File: src/rtl/mem_bus_arbiter.sv
// -----------------------------------------------------------------------------
// mem_bus_arbiter
//
// Two-master, one-slave memory bus arbiter. A two-state FSM (IDLE/BUSY) grants
// the bus to one master at a time. When both masters request in the same IDLE
// cycle, the one that was not served last wins (round-robin). In BUSY the
// owner's request is forwarded combinationally to the slave, and the slave's
// completion is returned to the owner in the same cycle.
//
// Optional feature: define MEM_ARB_TIMEOUT_EN to enable a busy-cycle watchdog.
// When the owner has been waiting TIMEOUT BUSY cycles, the transfer is forced
// to complete with read data 32'hDEADBEEF and the sticky timeout_err flag is
// set. Without the macro, BUSY waits indefinitely and timeout_err is tied 0.
//
// Parameters:
//   TIMEOUT      busy cycles before forced completion (1..255, macro only)
//
// Ports:
//   clk          rising-edge clock
//   resetn       synchronous active-low reset
//   mN_valid     master N request, held until mN_ready
//   mN_instr     master N instruction-fetch flag
//   mN_addr      master N byte address
//   mN_wstrb     master N write strobes (0 = read)
//   mN_wdata     master N write data
//   mN_ready     one-cycle completion pulse to master N
//   mN_rdata     read data, valid while mN_ready is high (0 otherwise)
//   s_valid      slave request
//   s_instr      slave fetch flag
//   s_addr       slave address
//   s_wstrb      slave write strobes
//   s_wdata      slave write data
//   s_ready      slave completion
//   s_rdata      slave read data
//   owner        index of the granted master, 0 when IDLE
//   timeout_err  sticky forced-completion flag
// -----------------------------------------------------------------------------
module mem_bus_arbiter #(
  parameter int unsigned TIMEOUT = 255
) (
  input  logic        clk,
  input  logic        resetn,
  input  logic        m0_valid,
  input  logic        m0_instr,
  input  logic [31:0] m0_addr,
  input  logic [3:0]  m0_wstrb,
  input  logic [31:0] m0_wdata,
  output logic        m0_ready,
  output logic [31:0] m0_rdata,
  input  logic        m1_valid,
  input  logic        m1_instr,
  input  logic [31:0] m1_addr,
  input  logic [3:0]  m1_wstrb,
  input  logic [31:0] m1_wdata,
  output logic        m1_ready,
  output logic [31:0] m1_rdata,
  output logic        s_valid,
  output logic        s_instr,
  output logic [31:0] s_addr,
  output logic [3:0]  s_wstrb,
  output logic [31:0] s_wdata,
  input  logic        s_ready,
  input  logic [31:0] s_rdata,
  output logic        owner,
  output logic        timeout_err
);

  // Elaboration-time range guard for the watchdog limit.
  if (TIMEOUT < 1 || TIMEOUT > 255) begin : g_bad_timeout
    $error("mem_bus_arbiter: TIMEOUT must be within 1..255");
  end

  typedef enum logic {
    IDLE = 1'b0,
    BUSY = 1'b1
  } state_t;

  state_t      state;
  logic        last_owner;

  logic        busy;
  logic        own_valid;
  logic        own_instr;
  logic [31:0] own_addr;
  logic [3:0]  own_wstrb;
  logic [31:0] own_wdata;
  logic        tmo_hit;
  logic        xfer_done;
  logic        force_done;
  logic        done;
  logic [31:0] done_rdata;

  assign busy = (state == BUSY);

  // Owner-selected request fields.
  assign own_valid = owner ? m1_valid : m0_valid;
  assign own_instr = owner ? m1_instr : m0_instr;
  assign own_addr  = owner ? m1_addr  : m0_addr;
  assign own_wstrb = owner ? m1_wstrb : m0_wstrb;
  assign own_wdata = owner ? m1_wdata : m0_wdata;

`ifdef MEM_ARB_TIMEOUT_EN
  // tmo_cnt counts completed BUSY cycles of the current grant, so it reads
  // TIMEOUT-1 during the TIMEOUT-th BUSY cycle; that cycle is the forced one.
  localparam logic [7:0] TMO_LAST = 8'(TIMEOUT - 1);
  logic [7:0] tmo_cnt;
  assign tmo_hit = busy && (tmo_cnt == TMO_LAST);
`else
  assign tmo_hit     = 1'b0;
  assign timeout_err = 1'b0;
`endif

  // A dropped owner request wins over everything; a forced completion wins
  // over a slave handshake because s_valid is already withdrawn that cycle.
  assign xfer_done  = busy && own_valid && !tmo_hit && s_ready;
  assign force_done = busy && own_valid && tmo_hit;

  // Completion is combinational so the ready pulse lands in the same cycle as
  // s_ready; gating with resetn keeps an abandoned transfer from completing.
  assign done       = resetn && (xfer_done || force_done);
  assign done_rdata = force_done ? 32'hDEADBEEF : s_rdata;

  assign s_valid = busy && own_valid && !tmo_hit;
  assign s_instr = busy && own_instr;
  assign s_addr  = busy ? own_addr  : 32'h0;
  assign s_wstrb = busy ? own_wstrb : 4'h0;
  assign s_wdata = busy ? own_wdata : 32'h0;

  assign m0_ready = done && !owner;
  assign m1_ready = done && owner;
  assign m0_rdata = m0_ready ? done_rdata : 32'h0;
  assign m1_rdata = m1_ready ? done_rdata : 32'h0;

  // NOTE: sequential state is written only with non-blocking assignments so
  // every register samples the pre-edge values of its neighbours.
  always_ff @(posedge clk) begin
    if (!resetn) begin
      state      <= IDLE;
      owner      <= 1'b0;
      last_owner <= 1'b1;  // m0 wins the first tie
`ifdef MEM_ARB_TIMEOUT_EN
      tmo_cnt     <= 8'h0;
      timeout_err <= 1'b0;
`endif
    end else begin
      case (state)
        IDLE: begin
          if (m0_valid || m1_valid) begin
            state <= BUSY;
            owner <= (m0_valid && m1_valid) ? ~last_owner : m1_valid;
          end
        end
        BUSY: begin
          if (!own_valid) begin
            // Abandoned request: no completion, fairness history untouched.
            state <= IDLE;
            owner <= 1'b0;
          end else if (xfer_done || force_done) begin
            state      <= IDLE;
            owner      <= 1'b0;
            last_owner <= owner;
          end
        end
        default: begin
          state <= IDLE;
          owner <= 1'b0;
        end
      endcase
`ifdef MEM_ARB_TIMEOUT_EN
      if (busy && own_valid && !xfer_done && !force_done) begin
        tmo_cnt <= tmo_cnt + 8'd1;
      end else begin
        tmo_cnt <= 8'h0;
      end
      if (force_done) begin
        timeout_err <= 1'b1;
      end
`endif
    end
  end

endmodule

File: config.mk
export PLATFORM = sky130hd
export DESIGN_NAME = mem_bus_arbiter
export DESIGN_NICKNAME = d
export VERILOG_FILES = /design/src/rtl/mem_bus_arbiter.sv
export SDC_FILE = /design/constraint.sdc
export NUM_CORES = 1
export LEC_CHECK = 0
export BUFFER_PORTS_ARGS = -buffer_cell sky130_fd_sc_hd__buf_4
export CELL_PAD_IN_SITES_DETAIL_PLACEMENT = 1
export CELL_PAD_IN_SITES_GLOBAL_PLACEMENT = 2
export CORE_UTILIZATION = 11
export DETAILED_ROUTE_END_ITERATION = 8
export HOLD_SLACK_MARGIN = 0.1
export PLACE_DENSITY = 0.86
export SLEW_MARGIN = 15
export SYNTH_ARGS = -nofsm -noshare
export SYNTH_HDL_FRONTEND = slang
export SYNTH_SLANG_ARGS = --single-unit
File: constraint.sdc
create_clock -name clk -period 1.4 [get_ports clk]
set_clock_uncertainty 0.15 [all_clocks]
set_input_delay 0.21 -clock clk [delete_from_list [all_inputs] [get_ports clk]]
set_output_delay 0.21 -clock clk [all_outputs]
set_load 0.02 [all_outputs]
==> results of run 1 <==
## critical path, cell delays in order (launching register included)
cell and delay [ps]:
dfxtp_2 340, nand3_4 80, nor3b_4 200, buf_6 180, clkbuf_16 170, and2_4 140
buf_6 110
## worst min-delay path by stage
stage,endpoint,slack (ps),depth (start not counted)
after floorplan,last_owner$_SDFFE_PN1P_,140,1
after global placement,last_owner$_SDFFE_PN1P_,390,2
after detailed placement,last_owner$_SDFFE_PN1P_,390,2
after CTS,last_owner$_SDFFE_PN1P_,160,3
after global routing,last_owner$_SDFFE_PN1P_,190,3
final,last_owner$_SDFFE_PN1P_,160,3
## sequential cells by signal, indices dropped and copies added (netlist names)
signal and cells:
busy 1, last_owner 1, owner 1
## layer usage
layer	GRT usage (%)	up-vias
li1	-	1440
met1	10.6	1420
met2	24.9	185
met3	2.84	8
met4	3.25	0
met5	0	-
## report_power, final
group	leakage (nW)	total (mW)	internal (mW)	switching, mW
combinational	2.56	1.68	0.962	0.714
clock	0.0382	0.462	0.377	0.0857
sequential	0.0258	0.108	0.0949	0.0127
total	2.62	2.25	1.43	0.812
## metrics by stage
step,setup slack [ps],util (%)
2_1_floorplan,-75.8,-
3_3_place_gp,-128,30.2
3_5_place_dp,-155,30.2
4_1_cts,-398,32.2
5_1_grt,-486,35.1
6_report,-414,35.1
## cells in the mapped netlist (all sizes together), types with 2 or more instances
library cell  number
and2              65
buf               15
clkbuf             8
dfxtp              3
mux2i             70
nand3              2
nor2               2
nor2b             70
nor3b              3
## repair_timing
| item | CTS | global route |
|---|---|---|
| pin swaps | 0 | 5 |
| buffers inserted | 1 | 5 |
| setup endpoints to repair | 137 | 137 |
| gates resized for setup | 65 | 68 |
| gates cloned | 0 | 6 |
## kinds of logic (layout without fill, tap and decap cells)
| logic type | Yosys count | after routing |
|---|---|---|
| other | 1 | 1 |
| multiplexers | 70 | 70 |
| AO/OA/AOI/OAI | 6 | 6 |
| buffers and inverters | 24 | 342 |
| AND/OR/NAND/NOR | 143 | 143 |
| flip-flops | 3 | 3 |
## layout make-up
class,instances,share of cell area [%]
repair buffers,337,54.6
well taps,216,4.79
inverters,1,0.0665
multi-input cells,220,38.0
clock buffers,4,1.40
flip-flops and latches,3,1.15
==> run_results.csv, run 1 <==
group,metric,value,unit
status,result_of_the_run,"finished with violations",
status,violations,"negative setup slack",
sta,worst_slack,-414,ps
die,dieWidth,131,um
route,drc_errors,0,
route,top_signal_layer_used,"met4",
synthesis,postSynthNetCount,422,
power,static-leakage-power,2.62,nW
route,dr_wl_met3,1090,um
worst_setup_path,worstSetupStartpoint,"busy$_SDFF_PN0_",
sta,finalSetupViolations,137,
synthesis,yosys_most_used_dff,"dfxtp_1",
clocking,numClockSinks,3,
power,vdd_drop_max,0.296,mV
grt,grt.total_usage,11.7,%
synthesis,synth_sequential_area_ratio,3.28,%
sta,rsz0062_at_grt,"true",
worst_setup_path,required_worst_endpoint,1040,ps
die,core_area,16100,um2
placement,port-buffer-count,311,
sta,post-route-period-util,130,%
die,die_outline_area,17200,um2
layout,finalNetCount,741,
placement,hpwlAfterDp,9370,um
worst_setup_path,crit_path_max_fanout,8,
route,num_vias,3053,
worst_hold_path,worstHoldPathType,"input pin to flip-flop",
synthesis,postSynth.asyncResetShare,0,%
worst_setup_path,worst-r2r-cell-count,4,
worst_setup_path,rr_endpoint,"owner$_SDFFE_PN0P_",
route,detail_route.vias_per_cell,3.91,
die,design.portCount,313,
die,initial_util,11.4,%
clocking,tritoncts.num_buffers,3,
worst_setup_path,cp-start-kind,"flip-flop",
route,first_pass_iters,3,
sta,slew_viol_final,0,
clocking,postCtsHoldBufs,0,
worst_setup_path,worstSetupEndpointType,"primary output",
grt,grt_antenna_before_repair,0,
sta,whs,163,ps
layout,final_area,5640,um2
worst_setup_path,arrival,1450,ps
clocking,clkSlewWorstSetupHoldPaths,30,ps
route,ant_nets,0,
synthesis,synthDominantAreaCellType,"mux2i_1",
synthesis,yosys_warnings,0,
grt,global_route_wire_length_before_repair,15500,um
clocking,cts-htree-levels,1,
layout,most_frequent_cells_in_the_layout,"buf_4 (226), buf_6 (98), nor2b_2 (69)",
sta,finalHoldViolations,0,
synthesis,cell_area_after_synthesis,1830,um2
sta,maxClockFrequency,551,MHz
die,num_rows,46,
clocking,ctsLongestPathBuffers,2,
sta,final.setup.tns,-45600,ps
synthesis,simple_gate_share_of_the_synthesized_area,49.1,%
layout,drive_above_1_share,87.6,%
placement,place.gp.congestion,0.712,
route,routed_wl,12400,um
run,max_cap_viol_count,0,
synthesis,yosys.area.top_type_share,38.2,%
synthesis,synth_enable_flop_cells,0,
placement,numPlacedInstances,765,
grt,number_of_global_route_vias_before_repair,3135,
grt,grt_max_degree,34,
layout,area_growth,208,%
synthesis,arithmetic_cell_share_of_the_synthesized_area_counting_full_adders_half_adders_and_majority_gates,0,%
worst_setup_path,crit_type,"flip-flop to primary output",
route,drt-wirelength-per-cell,15.9,um
power,total_power,2.25,mW
layout,fill_cells,1841,
synthesis,synth_cell_types,22,
clocking,cts_tree,"done",
worst_setup_path,critical_path.endpoint,"m0_rdata[25]",
clocking,ctsRootBufferMaster,"clkbuf_16",
synthesis,ys_top_cells_by_area,"mux2i_1 (38%), nor2b_1 (24%), and2_1 (22%), dfxtp_1 (3.3%), buf_4 (3.3%)",
layout,layoutNonFillerInstCount,781,
route,drtIter0Drc,23,
worst_setup_path,regToRegSetupSlack,60,ps
synthesis,syn_area_per_cell,7.42,um2
power,power_density_over_the_cells,398,nW/um2
synthesis,dominant_combinational_cell_family_by_area_after_synthesis,"simple AND/OR/NAND/NOR gates",
worst_hold_path,hold_start,"resetn",
synthesis,synth_compound_area_share,2.12,%
layout,antennaDiodeCount,0,
worst_setup_path,worst_r2r_startpoint,"busy$_SDFF_PN0_",
sta,final.min_clock_period,1810,ps
placement,placed_cell_area,4840,um2
synthesis,postSynthCellCount,247,
die,die_outline_height,131,um
layout,register_area,65.1,um2
synthesis,synth_xor_xnor_area_share,0,%
grt,overflow,0,
synthesis,synth_mux_area_share,38.2,%
layout,multi_input_gate_area,2140,um2
route,m1WireLength,4170,um
route,wl_met2,6990,um
layout,mostFrequentLayoutCell,"buf_4",
synthesis,ys_seq_elements,3,
clocking,worst_skew_late_latency,230,ps
Note: power is estimated with default switching activity, not from simulation.
==> run 2: changes to the inputs <==
--- a/config.mk
+++ b/config.mk
@@ -12,6 +12,7 @@
 export DETAILED_ROUTE_END_ITERATION = 8
 export HOLD_SLACK_MARGIN = 0.1
 export PLACE_DENSITY = 0.86
+export REMOVE_ABC_BUFFERS = 1
 export SLEW_MARGIN = 15
 export SYNTH_ARGS = -nofsm -noshare
 export SYNTH_HDL_FRONTEND = slang
==> run 2 against run 1 <==
Compared with the run above:
- the flow still finishes with violations (negative setup slack)
- cell count grew 0.77%
- sequential share of layout area grew 0.090 points
- clock power grew 2%
- sequential cell count is the same
- global-route usage grew 1.1 points
- critical path depth grew 1
- sequential power is essentially flat
- non-clock buffer count grew 5
- critical path type unchanged
- count of clock-buffer cells in the layout is the same
- via count grew 0.66%
==> run_results.csv, run 2 (synthesis results as in run 1) <==
group,metric,value,unit
worst_hold_path,worstHoldPathType,"input pin to flip-flop",
status,violations,"negative setup slack",
sta,final.setup.tns,-47750,ps
placement,post-place-ws,-184,ps
route,drc_errors,0,
status,result_of_the_run,"finished with violations",
layout,drive_above_1_share,68.8,%
layout,final_core_utilization,32.6,%
clocking,cts_tree,"done",
route,first_pass_iters,2,
grt,grt_antenna_before_repair,0,
power,vdd_drop_max,0.274,mV
worst_setup_path,worstSetupEndpointType,"primary output",
layout,area_growth,186,%
grt,number_of_global_route_vias_before_repair,3196,
clocking,numClockSinks,3,
sta,post-route-period-util,129,%
die,core_area,16100,um2
route,drt-wirelength-per-cell,16.3,um
clocking,ctsLongestPathBuffers,2,
sta,slew_viol_final,0,
layout,finalNetCount,746,
layout,most_frequent_cells_in_the_layout,"buf_4 (287), nor2b_1 (68), mux2i_1 (59)",
sta,maxClockFrequency,555,MHz
power,static-leakage-power,2.54,nW
sta,rsz0062_at_grt,"true",
layout,mostFrequentLayoutCell,"buf_4",
sta,final.min_clock_period,1800,ps
clocking,worst_skew_late_latency,230,ps
route,num_vias,3073,
worst_setup_path,required_worst_endpoint,1040,ps
worst_setup_path,crit_path_top_cell_by_count,"buf_6",
grt,overflow,0,
worst_setup_path,worst_path_max_delay_cell,"dfxtp_2",
die,initial_util,11.4,%
worst_setup_path,path_cells,"nand3_4 > buf_6 > nor2_4 > buf_12 > clkbuf_16 > and2_4 > buf_6",
route,routed_wl,12800,um
clocking,cts-htree-levels,1,
clocking,clkSlewWorstSetupHoldPaths,30,ps
clocking,tritoncts.num_buffers,3,
placement,port-buffer-count,311,
die,num_rows,46,
sta,worst_slack,-401,ps
route,drtIter0Drc,22,
die,design.portCount,313,
worst_setup_path,critPathTopFamily,"buffers and inverters",
sta,finalHoldViolations,0,
grt,grt_max_degree,35,
route,detail_route.vias_per_cell,3.90,
die,dieWidth,131,um
worst_setup_path,cpPeakStageDelay,340,ps
worst_setup_path,crit_type,"flip-flop to primary output",
worst_setup_path,cp-start-kind,"flip-flop",
sta,finalSetupViolations,138,
worst_setup_path,crit_path_max_fanout,8,
clocking,ctsRootBufferMaster,"clkbuf_16",
die,die_outline_area,17200,um2
grt,grt.total_usage,12.7,%
placement,hpwlAfterDp,9190,um
worst_setup_path,critical_path.n_buffers_inverters,4,
run,max_cap_viol_count,0,
power,power_density_over_the_cells,407,nW/um2
power,total_power,2.13,mW
grt,global_route_wire_length_before_repair,16500,um
die,die_outline_height,131,um
worst_setup_path,arrival,1440,ps
route,ant_nets,0,
placement,place.gp.congestion,0.743,
-- run 2: cell types whose count changed in the layout (fill, tap and decap cells not counted), sizes merged --
cell / previous run / this run
buf: 332 / 336
bufbuf: 0 / 2
clkbuf: 9 / 8
diode: 0 / 1
-- run 2: final cells by class --
| class | count | area, um2 |
|---|---|---|
| fill | 1887 | 10800 |
| timing repair buffer | 342 | 3010 |
| multi-input combinational | 220 | 1800 |
| tap | 216 | 270 |
| clock buffer | 4 | 78.8 |
| sequential | 3 | 65.1 |
| inverter | 1 | 3.75 |
| antenna | 1 | 2.50 |
-- run 2: worst paths after layout --
kind / startpoint / to / slack [ps] / depth (start not counted)
max: busy$_SDFF_PN0_ / m1_rdata[12] / -400 / 7
min: resetn / busy$_SDFF_PN0_ / 200 / 3
max reg2reg: busy$_SDFF_PN0_ / owner$_SDFFE_PN0P_ / -100 / 4
min reg2reg: last_owner$_SDFFE_PN1P_ / last_owner$_SDFFE_PN1P_ / 450 / 2
-- run 2: routing by layer --
metal | vias up | GRT usage [%] | wire length (um)
li1 | 1455 | - | -
met1 | 1408 | 12.6 | 4590
met2 | 201 | 26.1 | 6780
met3 | 9 | 3.41 | 1350
met4 | 0 | 2.43 | 104
met5 | - | 0 | 0
-- run 2: report_power, final --
group	leakage (nW)	internal, mW	switching (mW)	total (mW)
registers	0.0258	0.0949	0.0121	0.107
logic	2.48	0.884	0.669	1.55
clock network	0.0382	0.377	0.0932	0.471
total	2.54	1.36	0.774	2.13
-- run 2: timing repair --
item	in CTS	in global routing
gates cloned	5	4
hold endpoints to repair	0	0
pin swaps	3	8
buffers inserted	4	2
hold buffers	0	0
endpoints found under the setup margin	136	140
gates resized for setup	59	36
-- run 2: worst reg2reg max path: cells and delay by family (launching register included) --
family                 cells  cell delay, ps
AOI/OAI and AO/OA          2             360
buffers and inverters      2             520
DFF                        1             340
-- run 2: metrics by stage --
stage	area, um2	hold WS (ps)	std cells
after detailed placement	4490	410	767
final	5240	199	787
after CTS	4960	183	780
after global placement	4490	382	767
after floorplan	1710	136	224
after global routing	5230	208	786
==> run 3: changes to the inputs <==
--- a/config.mk
+++ b/config.mk
@@ -7,11 +7,12 @@
 export LEC_CHECK = 0
 export BUFFER_PORTS_ARGS = -buffer_cell sky130_fd_sc_hd__buf_4
 export CELL_PAD_IN_SITES_DETAIL_PLACEMENT = 1
-export CELL_PAD_IN_SITES_GLOBAL_PLACEMENT = 2
-export CORE_UTILIZATION = 11
+export CELL_PAD_IN_SITES_GLOBAL_PLACEMENT = 1
+export CORE_AREA = 2 2 120 122
 export DETAILED_ROUTE_END_ITERATION = 8
+export DIE_AREA = 0 0 122 124
 export HOLD_SLACK_MARGIN = 0.1
-export PLACE_DENSITY = 0.86
+export PLACE_DENSITY = 0.75
 export REMOVE_ABC_BUFFERS = 1
 export SLEW_MARGIN = 15
 export SYNTH_ARGS = -nofsm -noshare
==> run 3 against run 2 <==
Compared with the run above:
- the flow still finishes with violations (negative setup slack)
- fmax increased by 0.92%
- worst hold slack lost 30 ps
- power down 3.1%
- critical path depth decreased by 1
- routed wire length decreased by 4.6%
- largest cell class unchanged
==> run_results.csv, run 3 (synthesis results as in run 1) <==
group,metric,value,unit
placement,hpwlAfterDp,9580,um
clocking,worst_skew_late_latency,230,ps
die,core_area,13700,um2
layout,area_growth,181,%
layout,mostFrequentLayoutCell,"buf_4",
layout,fill_cells,1601,
worst_setup_path,regToRegSetupSlack,60,ps
die,dieWidth,122,um
sta,finalSetupViolations,137,
power,switchingPower,740,uW
worst_setup_path,worstSetupEndpointType,"primary output",
worst_hold_path,worstHoldPathType,"input pin to flip-flop",
worst_setup_path,crit_type,"flip-flop to primary output",
power,combinational_power_share,72.5,%
route,detail_route.vias_per_cell,4.04,
die,initial_util,13.4,%
grt,global_route_wire_length_before_repair,15900,um
placement,post-place-ws,-176,ps
status,violations,"negative setup slack",
run,max_cap_viol_count,0,
clocking,cts-htree-levels,1,
sta,final.min_clock_period,1780,ps
status,result_of_the_run,"finished with violations",
sta,post-route-period-util,127,%
layout,drive_above_1_share,69.0,%
die,design.portCount,313,
sta,rsz0062_at_grt,"true",
grt,grt.total_usage,13.1,%
placement,place.gp.congestion,0.727,
die,die_outline_area,15100,um2
grt,grt_max_degree,45,
grt,grt_antenna_before_repair,0,
layout,finalNetCount,753,
route,ant_nets,0,
layout,layoutNonFillerInstCount,757,
grt,overflow,0,
clocking,cts_tree,"done",
clocking,ctsLongestPathBuffers,2,
layout,register_area,67.6,um2
sta,slew_viol_final,0,
power,clock_power_share,22.2,%
route,drc_errors,0,
layout,multi_input_gate_area,1790,um2
clocking,tritoncts.num_buffers,3,
power,swShare,35.8,%
worst_setup_path,crit_path_max_fanout,8,
placement,numPlacedInstances,739,
power,p_seq_share,5.3,%
power,vdd_drop_max,0.234,mV
worst_setup_path,cp-start-kind,"flip-flop",
route,routed_wl,12200,um
route,drtIter0Drc,38,
sta,maxClockFrequency,560,MHz
layout,final_area,5160,um2
route,drt-wirelength-per-cell,16.2,um
power,power_density_over_the_cells,400,nW/um2
layout,most_frequent_cells_in_the_layout,"buf_4 (274), nor2b_1 (70), buf_6 (66)",
sta,worst_slack,-384,ps
power,intPower,1.33,mW
power,static-leakage-power,2.54,nW
route,num_vias,3058,
clocking,ctsRootBufferMaster,"clkbuf_16",
clocking,numClockSinks,3,
worst_setup_path,required_worst_endpoint,1040,ps
route,first_pass_iters,4,
placement,placed_cell_area,4520,um2
clocking,clkSlewWorstSetupHoldPaths,30,ps
die,die_outline_height,124,um
placement,port-buffer-count,311,
grt,number_of_global_route_vias_before_repair,3292,
worst_setup_path,arrival,1420,ps
sta,finalHoldViolations,0,
layout,antennaDiodeCount,0,
die,num_rows,43,
sta,whs,169,ps
run 3: cell types whose count changed in the layout (fill, tap and decap cells not counted), moves of 2 or more:
cell and change:
buf_6 +30, buf_16 -5, bufbuf_16 -2, mux2i_4 -2, nor2b_1 +2, nor2b_2 -2, mux2i_2 +2, buf_8 -2
buf_4 -13
run 3: metal layers:
metal  vias up  wire, um  global-route usage (%)
met5         -         0                       0
met4         0       121                    2.73
met3         7      1430                    4.67
met2       187      6730                    26.4
met1      1401      3940                    12.7
li1       1463         -                       -
run 3: path summary, 6_finish.rpt:
check	start	end	depth (start not counted)
max reg2reg	owner$_SDFFE_PN0P_	busy$_SDFF_PN0_	4
max	busy$_SDFF_PN0_	m0_rdata[5]	6
min	resetn	last_owner$_SDFFE_PN1P_	3
min reg2reg	last_owner$_SDFFE_PN1P_	last_owner$_SDFFE_PN1P_	2
run 3: power groups by stage:
| stage | Sequential, mW | Clock [mW] | Combinational [mW] |
|---|---|---|---|
| floorplan | 0.178 | 0 | 0.535 |
| global placement | 0.108 | 0 | 1.35 |
| detailed placement | 0.109 | 0 | 1.39 |
| CTS | 0.109 | 0.462 | 1.42 |
| global route | 0.111 | 0.471 | 1.60 |
| finish | 0.109 | 0.458 | 1.50 |
run 3: worst max-delay path, stage by stage, from the launching register on:
cell and delay [ps]:
dfxtp_4 350, nand3_4 80, nor3b_4 200, buf_6 160, clkbuf_16 160, and2_4 140
buf_6 110
run 3: what timing repair did:
item / CTS / global route
endpoints found under the setup margin: 138 / 138
cloned: 0 / 4
hold buffers: 0 / 0
pin swaps: 0 / 18
setup buffers: 4 / 6
resized for setup: 39 / 75
run 3: final cells by class:
class / count / area share (%)
Timing Repair Buffer: 349 / 58.1
Multi-Input combinational cell: 220 / 34.7
Tap cell: 180 / 4.37
Clock buffer: 4 / 1.53
Sequential cell: 3 / 1.31
Inverter: 1 / 0.0728
run 3: metrics by stage:
stage / util [%] / setup TNS, ps / power, mW
after floorplan: - / -356010 / 0.712
after global placement: 32.9 / -8510 / 1.46
after detailed placement: 32.9 / -11580 / 1.50
after CTS: 34.8 / -43730 / 1.99
after global routing: 37.6 / -53360 / 2.18
final: 37.6 / -43990 / 2.06
